===== src/rtl/rr_pkg.sv =====
// rtl/rr_pkg.sv - shared types and helpers for the weighted round-robin arbiter
package rr_pkg;

  typedef enum logic {
    IDLE  = 1'b0,
    GRANT = 1'b1
  } state_t;

  // A zero weight still earns one beat per tenure.
  function automatic logic [31:0] weff(input logic [31:0] w);
    return (w == 32'd0) ? 32'd1 : w;
  endfunction

  // Pointer advance with explicit wrap at n, so non-power-of-two n never
  // produces an index >= n.
  function automatic logic [31:0] next_ptr(input logic [31:0] idx, input logic [31:0] n);
    return (idx == n - 32'd1) ? 32'd0 : idx + 32'd1;
  endfunction

endpackage


===== src/rtl/rr_priority_pick.sv =====
// rtl/rr_priority_pick.sv - first set request at or above ptr, wrapping at N
module rr_priority_pick
  import rr_pkg::*;
#(
  parameter  int N = 8,
  localparam int M = $clog2(N)
) (
  input  logic [N-1:0] req,
  input  logic [M-1:0] ptr,
  output logic [N-1:0] onehot,
  output logic [M-1:0] idx,
  output logic         found
);

  localparam logic [M:0] NV = N;

  logic [2*N-1:0] dbl_req;
  logic [N-1:0]   rot;
  logic [N-1:0]   iso;
  logic [M-1:0]   rel;
  logic [M:0]     sum;

  // Rotate so ptr lands at bit 0, keep the lowest set bit, rotate back.
  assign dbl_req = {req, req};
  assign rot     = N'(dbl_req >> ptr);
  assign iso     = rot & (~rot + N'(1));
  assign onehot  = N'(({iso, iso} << ptr) >> N);
  assign found   = |req;

  // Encode the ptr-relative position of the isolated bit.
  always_comb begin
    rel = '0;
    for (int i = 0; i < N; i++) begin
      if (iso[i]) rel = M'(i);
    end
  end

  assign sum = {1'b0, rel} + {1'b0, ptr};
  assign idx = (sum >= NV) ? M'(sum - NV) : M'(sum);

endmodule


===== src/rtl/weighted_rr_arbiter.sv =====
// rtl/weighted_rr_arbiter.sv - weighted round-robin arbiter with credit-based grant tenure
module weighted_rr_arbiter
  import rr_pkg::*;
#(
  parameter  int N  = 8,
  parameter  int WW = 4,
  localparam int M  = $clog2(N)
) (
  input  logic            i_clk,
  input  logic            i_rstn,
  input  logic            i_en,
  input  logic [N-1:0]    i_req,
  input  logic [N*WW-1:0] i_weight,
  output logic [N-1:0]    o_gnt,
  output logic [M-1:0]    o_gnt_id,
  output logic            o_busy,
  output logic            o_last
);

  state_t        state, state_n;
  logic [M-1:0]  ptr, ptr_n;
  logic [M-1:0]  h, h_n;
  logic [WW-1:0] cnt, cnt_n;
  logic [WW-1:0] lim_h, lim_n;
  logic [M-1:0]  pick_ptr, pick_idx;
  logic [N-1:0]  pick_oh, gnt_n;
  logic          pick_found, last_n;

  // While holding, the only pick that matters is the one taken on release,
  // which searches from just past the holder.
  assign pick_ptr = (state == GRANT) ? M'(next_ptr(32'(h), N)) : ptr;
  assign lim_h    = WW'(weff(32'(i_weight[h*WW +: WW])) - 32'd1);

  rr_priority_pick #(.N(N)) u_pick (
    .req    (i_req),
    .ptr    (pick_ptr),
    .onehot (pick_oh),
    .idx    (pick_idx),
    .found  (pick_found)
  );

  // Next-state: grant from idle, count beats, release and hand over without a bubble.
  always_comb begin
    state_n = state;
    ptr_n   = ptr;
    cnt_n   = cnt;
    h_n     = h;
    gnt_n   = o_gnt;
    if (!i_en) begin
      state_n = IDLE;
      cnt_n   = '0;
      h_n     = '0;
      gnt_n   = '0;
    end else if (state == IDLE) begin
      if (pick_found) begin
        state_n = GRANT;
        h_n     = pick_idx;
        cnt_n   = '0;
        gnt_n   = pick_oh;
      end
    end else if (!i_req[h] || (cnt >= lim_h)) begin
      ptr_n = pick_ptr;
      cnt_n = '0;
      if (pick_found) begin
        h_n   = pick_idx;
        gnt_n = pick_oh;
      end else begin
        state_n = IDLE;
        h_n     = '0;
        gnt_n   = '0;
      end
    end else begin
      cnt_n = cnt + WW'(1);
    end
    lim_n  = WW'(weff(32'(i_weight[h_n*WW +: WW])) - 32'd1);
    last_n = (state_n == GRANT) && (cnt_n == lim_n);
  end

  // State and output registers; reset drops any grant immediately.
  always_ff @(posedge i_clk or negedge i_rstn) begin
    if (!i_rstn) begin
      state  <= IDLE;
      ptr    <= '0;
      cnt    <= '0;
      h      <= '0;
      o_gnt  <= '0;
      o_last <= 1'b0;
    end else begin
      state  <= state_n;
      ptr    <= ptr_n;
      cnt    <= cnt_n;
      h      <= h_n;
      o_gnt  <= gnt_n;
      o_last <= last_n;
    end
  end

  assign o_gnt_id = h;
  assign o_busy   = (state == GRANT);

endmodule


===== config.mk =====
export PLATFORM = sky130hd
export DESIGN_NAME = weighted_rr_arbiter
export DESIGN_NICKNAME = d
export VERILOG_FILES = /design/src/rtl/rr_pkg.sv /design/src/rtl/rr_priority_pick.sv /design/src/rtl/weighted_rr_arbiter.sv
export SDC_FILE = /design/constraint.sdc
export NUM_CORES = 1
export LEC_CHECK = 0
export ABC_AREA = 1
export CAP_MARGIN = 10
export CELL_PAD_IN_SITES_DETAIL_PLACEMENT = 0
export CELL_PAD_IN_SITES_GLOBAL_PLACEMENT = 1
export CORE_UTILIZATION = 47
export CTS_BUF_LIST = sky130_fd_sc_hd__clkbuf_16
export CTS_CLUSTER_SIZE = 12
export DETAILED_ROUTE_END_ITERATION = 10
export DONT_BUFFER_PORTS = 1
export PLACE_DENSITY_LB_ADDON = 0.12
export SYNTH_ARGS = -nofsm -noshare
export SYNTH_HDL_FRONTEND = slang
export SYNTH_SLANG_ARGS = --single-unit
export TNS_END_PERCENT = 5

===== constraint.sdc =====
create_clock -name i_clk -period 12.6 [get_ports i_clk]
set_input_delay 0.63 -clock i_clk [delete_from_list [all_inputs] [get_ports i_clk]]
set_output_delay 0.63 -clock i_clk [all_outputs]
set_load 0.005 [all_outputs]

==> results.json, run 1 <==
{
  "syn_area_per_cell_um2": 5.97,
  "tightest_slew_ns": 0.904,
  "drtIter0Drc": 181,
  "cts_tree": "done",
  "ys_seq_area_share_pct": 17.0,
  "setup_viol": 0,
  "hold_violations": 0,
  "cp.arrival_ns": 6.39,
  "ant_nets": 0,
  "dr.pass1.iters": 6,
  "clock_latency_ns": 0.25,
  "wl_per_cell_um": 15.1,
  "portBuffers": 0,
  "drive_gt1_share_pct": 8.82,
  "cp-end-kind": "flop",
  "cp_slowest_stage_delay_ns": 0.91,
  "dp_cells": 548,
  "dieArea_um2": 6570,
  "hold_class": "input port to async pin",
  "p_int_uw": 331,
  "num-fill-cells": 657,
  "synth_flop_cell": "dfrtp_1",
  "total_power_uw": 779,
  "stdcell_area_um2": 2960,
  "fmaxAchievable_ghz": 0.161,
  "synthArstFlopShare_pct": 100,
  "p_clk_share_pct": 8.1,
  "rows": 28,
  "utilization_pct": 49.5,
  "yosysUniqueCellTypes": 45,
  "outcome": "complete, no violations",
  "cp_max_fo": 29,
  "fin_crit_ns": 6.21,
  "slowest_stage": "dfrtp_1",
  "grt_usage_pct": 26.7,
  "start_util_pct": 49.0,
  "r2r_slack_ns": 6.39,
  "cts_hold_buf": 0,
  "rr_worst_depth": 32,
  "crit_top_cell": "nand2_1",
  "rr_startpoint": "o_gnt_id[0]",
  "rsz0062_at_grt": "no",
  "post_cts_buffers": 0,
  "num_vias": 3178,
  "gr-total-overflow": 0,
  "layoutNonFillerInstCount": 551,
  "worstPathRequired_ns": 12.78,
  "syn_inst": 492,
  "grt_pass1_vias": 3042,
  "start_kind": "flop",
  "syn2layout_area_growth_pct": 0.852,
  "fp.dieH_um": 81.1,
  "ir_drop_uv": 148,
  "clk_pin_slew_worst_paths_ns": 0.05,
  "io_pins": 56,
  "clockBufferDepth": 2,
  "synth-edff-count": 0,
  "coreArea_um2": 5990,
  "n_antenna_cell": 0,
  "power.density_nw_per_um2": 263,
  "syn-cell-area_um2": 2940,
  "dp_hpwl_um": 6610,
  "critical_path_class": "flop to flop",
  "nNetsFinal": 531,
  "numCtsBuffers": 3,
  "seqPwrFrac_pct": 15.2,
  "cts_htree_levels": 1,
  "viasPerCell": 5.77,
  "cap_viol_max_count": 0,
  "cts_sinks": 20,
  "clock-root-buffer": "clkbuf_16",
  "routed_wl_um": 8340,
  "leakage_nw": 1.51,
  "final_max_slew_viol_count": 0,
  "cts_repair_resize_count": 0,
  "power.share.combinational_pct": 76.7,
  "r2r-end": "o_last",
  "ys_warn_count": 0,
  "skew_ns": 0.00175,
  "antenna_found_initial": 0,
  "placed_area_um2": 2890,
  "setup_tns_ns": 0,
  "grt_first_pass_wirelength_um": 13800,
  "syn-num-nets": 545,
  "ys_ff_latch": 20,
  "p_sw_share_pct": 57.5,
  "die_w_um": 81.1,
  "p_switching_uw": 448,
  "grt_max_degree": 30,
  "relSlewSlack_pct": 39.8,
  "drc": 0,
  "gp_congestion": 0.892,
  "finalCritPeriodShare_pct": 49.3
}
-- Yosys cell counts (all sizes together), types with 7 or more instances --
cell	instances	area, um2
a21oi	20	104
a32o	7	70.1
buf	12	118
clkbuf	7	26.3
dfrtp	20	500
ha	9	113
inv	59	221
nand2	140	568
nand3	116	628
nor2	25	109
o21ai	51	274
-- registers in the layout, indices dropped and copies added (netlist names) --
| signal | flops |
|---|---|
| cnt | 4 |
| o_gnt | 8 |
| o_gnt_id | 3 |
| ptr | 3 |
| o_busy | 1 |
| o_last | 1 |
-- metal layers --
layer  part of all wire (%)  vias up  track usage [%]
met2                     51       85             49.9
met3                    4.1       16             3.26
met1                     42     1453             31.9
met4                    2.7        0             6.96
li1                       -     1624                -
met5                      0        -                0
-- cells by family after synthesis --
logic type      count (synthesis)  share of synthesized area, %
simple gates                  288                          45.9
compound gates                 88                          17.8
buf+inv                        79                          12.6
flops                          20                          17.0
fa+ha+maj                      10                          4.51
xor+xnor                        6                          1.79
mux                             1                         0.341
-- area by class of cell --
class                           count  area [um2]  share of cell area (%)
Multi-Input combinational cell    393        2070                    69.8
Inverter                           60         225                    7.60
Sequential cell                    20         500                    16.9
Clock buffer                        3        75.1                    2.53
Tap cell                           75        93.8                    3.17
-- how the worst max path moves through the flow --
stage / from / to / slack [ns] / depth (start not counted)
2_1_floorplan: o_gnt_id[0] / o_last / 7.82 / 33
4_1_cts: o_gnt_id[0] / o_last / 6.45 / 32
3_5_place_dp: o_gnt_id[0] / o_last / 6.49 / 32
5_1_grt: o_gnt_id[0] / o_last / 5.55 / 32
3_3_place_gp: o_gnt_id[0] / o_last / 6.56 / 32
6_report: o_gnt_id[0] / o_last / 6.39 / 32
-- critical path: cells and delay by family, from the launching register on --
family,cells,cell delay (ns)
flip-flops,1,0.91
XOR/XNOR,1,0.19
AO/OA/AOI/OAI,7,1.21
AND/OR/NAND/NOR,18,2.44
adder cells (fa/ha/maj),3,0.76
buffers and inverters,3,0.62
-- per-stage QoR --
stage / worst slack (ns) / hold slack (ns)
finish: 6.39 / 0.0730
global route: 5.55 / 0.0664
CTS: 6.45 / 0.0710
detailed placement: 6.49 / 0.335
global placement: 6.56 / 0.335
floorplan: 7.82 / 0.334
-- cell usage in the layout (no fill, tap or decap), types with 4 or more instances in the layout --
cell type	instances
xor2_1	4
inv_2	8
a21oi_1	19
nand2_1	127
a31oi_1	4
nor2_1	21
inv_1	51
o21ai_0	45
nand3_2	7
nand2_2	11
nand3_1	108
a32o_1	7
ha_1	9
dfrtp_1	20
-- power by group through the flow --
stage / logic, mW / registers, mW / clock network, mW
2_1_floorplan: 0.517 / 0.102 / 0
3_3_place_gp: 0.589 / 0.119 / 0
3_5_place_dp: 0.596 / 0.119 / 0
4_1_cts: 0.599 / 0.118 / 0.0647
5_1_grt: 0.694 / 0.122 / 0.0666
6_report: 0.598 / 0.118 / 0.0632
Note: power is estimated with default switching activity, not from simulation.
==> inputs of run 2 (changes only) <==
--- a/config.mk
+++ b/config.mk
@@ -5,7 +5,7 @@
 export SDC_FILE = /design/constraint.sdc
 export NUM_CORES = 1
 export LEC_CHECK = 0
-export ABC_AREA = 1
+export ABC_AREA = 0
 export CAP_MARGIN = 10
 export CELL_PAD_IN_SITES_DETAIL_PLACEMENT = 0
 export CELL_PAD_IN_SITES_GLOBAL_PLACEMENT = 1
==> constraint.sdc (replaced) <==
create_clock -name i_clk -period 6.4 [get_ports i_clk]
set_input_delay 0.32 -clock i_clk [delete_from_list [all_inputs] [get_ports i_clk]]
set_output_delay 0.32 -clock i_clk [all_outputs]
set_load 0.005 [all_outputs]
==> run 2 against run 1 <==
  * Via count down 27%
  * Worst hold slack better by 0.21 ns
  * Critical endpoint unchanged
  * Cell count decreased by 32%
==> results.json, run 2 <==
{
  "reg_top3": "o_gnt: 8 flops, cnt: 4 flops",
  "r2r-end": "o_last",
  "outcome": "complete, no violations",
  "synthTopCellsByCount": "mux2i_1, nand2_1, o21ai_0",
  "clockBufferDepth": 2,
  "fmaxAchievable_ghz": 0.164,
  "clk_pin_slew_worst_paths_ns": 0.06,
  "wl_per_cell_um": 18.5,
  "skew_ns": 0.00512,
  "power.density_nw_per_um2": 581,
  "ys_seq_area_share_pct": 18.5,
  "yosysTopAreaCell": "dfrtp_1",
  "start_util_pct": 48.8,
  "numCtsBuffers": 3,
  "dr.pass1.iters": 5,
  "ys_warn_count": 0,
  "r2r_slack_ns": 0.29,
  "grt_max_degree": 23,
  "setup_viol": 0,
  "cp_max_fo": 22,
  "viasPerCell": 6.17,
  "p_clk_share_pct": 7.6,
  "leakage_nw": 1.35,
  "dp_cells": 362,
  "dp_hpwl_um": 5530,
  "syn-cell-area_um2": 2700,
  "dieArea_um2": 6060,
  "tightest_slew_ns": 0.991,
  "synthArstFlopShare_pct": 100,
  "nNetsFinal": 357,
  "synth-edff-count": 0,
  "grt_first_pass_wirelength_um": 11200,
  "holdPathStages": 1,
  "power.share.combinational_pct": 81.4,
  "portBuffers": 0,
  "largest_register_ff_count": 8,
  "final_max_slew_viol_count": 0,
  "cp.arrival_ns": 6.25,
  "yosysUniqueCellTypes": 65,
  "ir_drop_uv": 271,
  "layoutNonFillerInstCount": 375,
  "clock-root-buffer": "clkbuf_16",
  "netlist_top_cells_area": "dfrtp_1, mux2i_1, mux4_2, o21ai_0, ha_1",
  "n_antenna_cell": 0,
  "hold_violations": 0,
  "antenna_found_initial": 0,
  "syn-num-nets": 343,
  "finalCritPeriodShare_pct": 95.4,
  "cap_viol_max_count": 0,
  "cts_tree": "done",
  "ys_ff_latch": 20,
  "p_sw_share_pct": 47.8,
  "grt_pass1_vias": 2326,
  "relSlewSlack_pct": 33.7,
  "rr_startpoint": "o_gnt_id[1]",
  "num-fill-cells": 494,
  "drc": 0,
  "clock_latency_ns": 0.25,
  "hold_class": "input port to flop",
  "fin_crit_ns": 6.11,
  "yosys.cell_count.top_type": "mux2i_1",
  "synth_flop_cell": "dfrtp_1",
  "die_w_um": 77.8,
  "routed_wl_um": 6930,
  "num_vias": 2314,
  "syn_inst": 290,
  "syn2layout_area_growth_pct": 10.6,
  "drtIter0Drc": 136,
  "worstPathRequired_ns": 6.55,
  "rows": 27,
  "layout_common_cells": "mux2i_1, nand2_1, o21ai_0, buf_4",
  "largest-register": "o_gnt",
  "syn_area_per_cell_um2": 9.32,
  "cts_htree_levels": 1,
  "seqPwrFrac_pct": 11.1,
  "ant_nets": 0,
  "p_int_uw": 906,
  "critical_path_class": "flop to flop",
  "synth_top_area_share_pct": 18.5,
  "holdCritStartpoint": "i_en",
  "io_pins": 56,
  "cts_sinks": 20,
  "p_switching_uw": 828,
  "layout_commonest_cell": "mux2i_1",
  "holdPathEnd": "cnt[1]",
  "cp-end-kind": "flop",
  "fp.dieH_um": 77.8,
  "start_kind": "flop",
  "gr-total-overflow": 0,
  "coreArea_um2": 5540,
  "rr_worst_depth": 26,
  "grt_usage_pct": 23.6,
  "gp_congestion": 0.894,
  "worst_hold_slack_ns": 0.282,
  "drive_gt1_share_pct": 26.7
}
==> run 2: power groups by stage <==
stage          clock (mW)  combinational [mW]  sequential (mW)
2_1_floorplan           0                1.05            0.191
3_3_place_gp            0                1.29            0.194
3_5_place_dp            0                1.29            0.193
4_1_cts             0.134                1.30            0.192
5_1_grt             0.139                1.55            0.197
6_report            0.132                1.41            0.192
==> run 2: timing repair <==
| action | CTS | global route |
|---|---|---|
| hold buffers | 1 | 0 |
| endpoints found under the setup margin | 0 | 1 |
| gates resized for setup | 0 | 11 |
| endpoints found under the hold margin | 20 | 0 |
| buffers inserted | 0 | 8 |
==> run 2: worst max-delay path by stage <==
stage	end	startpoint	cells past startpoint	slack (ns)
finish	o_last	o_gnt_id[1]	26	0.29
global route	o_last	o_gnt_id[0]	25	-0.02
CTS	o_last	o_gnt_id[1]	26	0.03
detailed placement	o_last	o_gnt_id[0]	26	0.06
global placement	o_last	o_gnt_id[1]	25	0.22
floorplan	o_last	o_gnt_id[0]	23	0.42
==> run 2: metrics by stage <==
stage	setup TNS, ns	setup WS [ns]	total power, mW	instance area [um2]	utilization, %
2_1_floorplan	0	0.417	1.24	2700	-
3_3_place_gp	0	0.220	1.49	2780	50.2
3_5_place_dp	0	0.0556	1.48	2780	50.2
4_1_cts	0	0.0274	1.63	2870	51.9
5_1_grt	-0.0152	-0.0152	1.89	2990	53.9
6_report	0	0.294	1.73	2990	53.9
==> run 2: critical path: stages, from the launching register on <==
cell and delay, ns:
dfrtp_1 0.40, ha_1 0.19, ha_1 0.17, or3b_4 0.42, and2_4 0.27, mux2_1 0.39, mux2_4 0.31, and2_4 0.19
a32oi_4 0.26, nor2_1 0.08, fa_1 0.41, xor2_2 0.20, and4_4 0.21, a211oi_4 0.14, buf_4 0.19, buf_4 0.11
mux2_2 0.32, o2bb2ai_1 0.13, nor3_2 0.29, a31oi_1 0.14, ha_1 0.32, xor2_1 0.16, nand2_1 0.08, and2b_1 0.18
mux2i_1 0.20, a211oi_1 0.07, a21o_1 0.16
==> run 2: final cells by class <==
| type | instances | area, um2 | share of cell area, % |
|---|---|---|---|
| clock buffers | 3 | 75.1 | 2.51 |
| inverters | 7 | 26.3 | 0.879 |
| flip-flops and latches | 20 | 500 | 16.8 |
| multi-input cells | 248 | 2110 | 70.6 |
| repair buffers | 24 | 183 | 6.11 |
| clock inverters | 1 | 3.75 | 0.126 |
| well taps | 72 | 90.1 | 3.02 |
==> run 2: per-layer routing <==
layer / vias up / global-route usage, % / part of all wire [%]
li1: 1127 / - / -
met1: 1101 / 34.2 / 50
met4: 0 / 4.91 / 0.78
met2: 78 / 35.5 / 43
met3: 8 / 5.65 / 6.5
met5: - / 0 / 0
==> run 2: logic make-up after synthesis <==
group	after synthesis	share of synthesized area, %
fa+ha+maj	10	4.91
simple gates	86	16.4
mux	71	33.8
buf+inv	22	5.60
compound gates	76	18.9
xor+xnor	5	1.90
flops	20	18.5
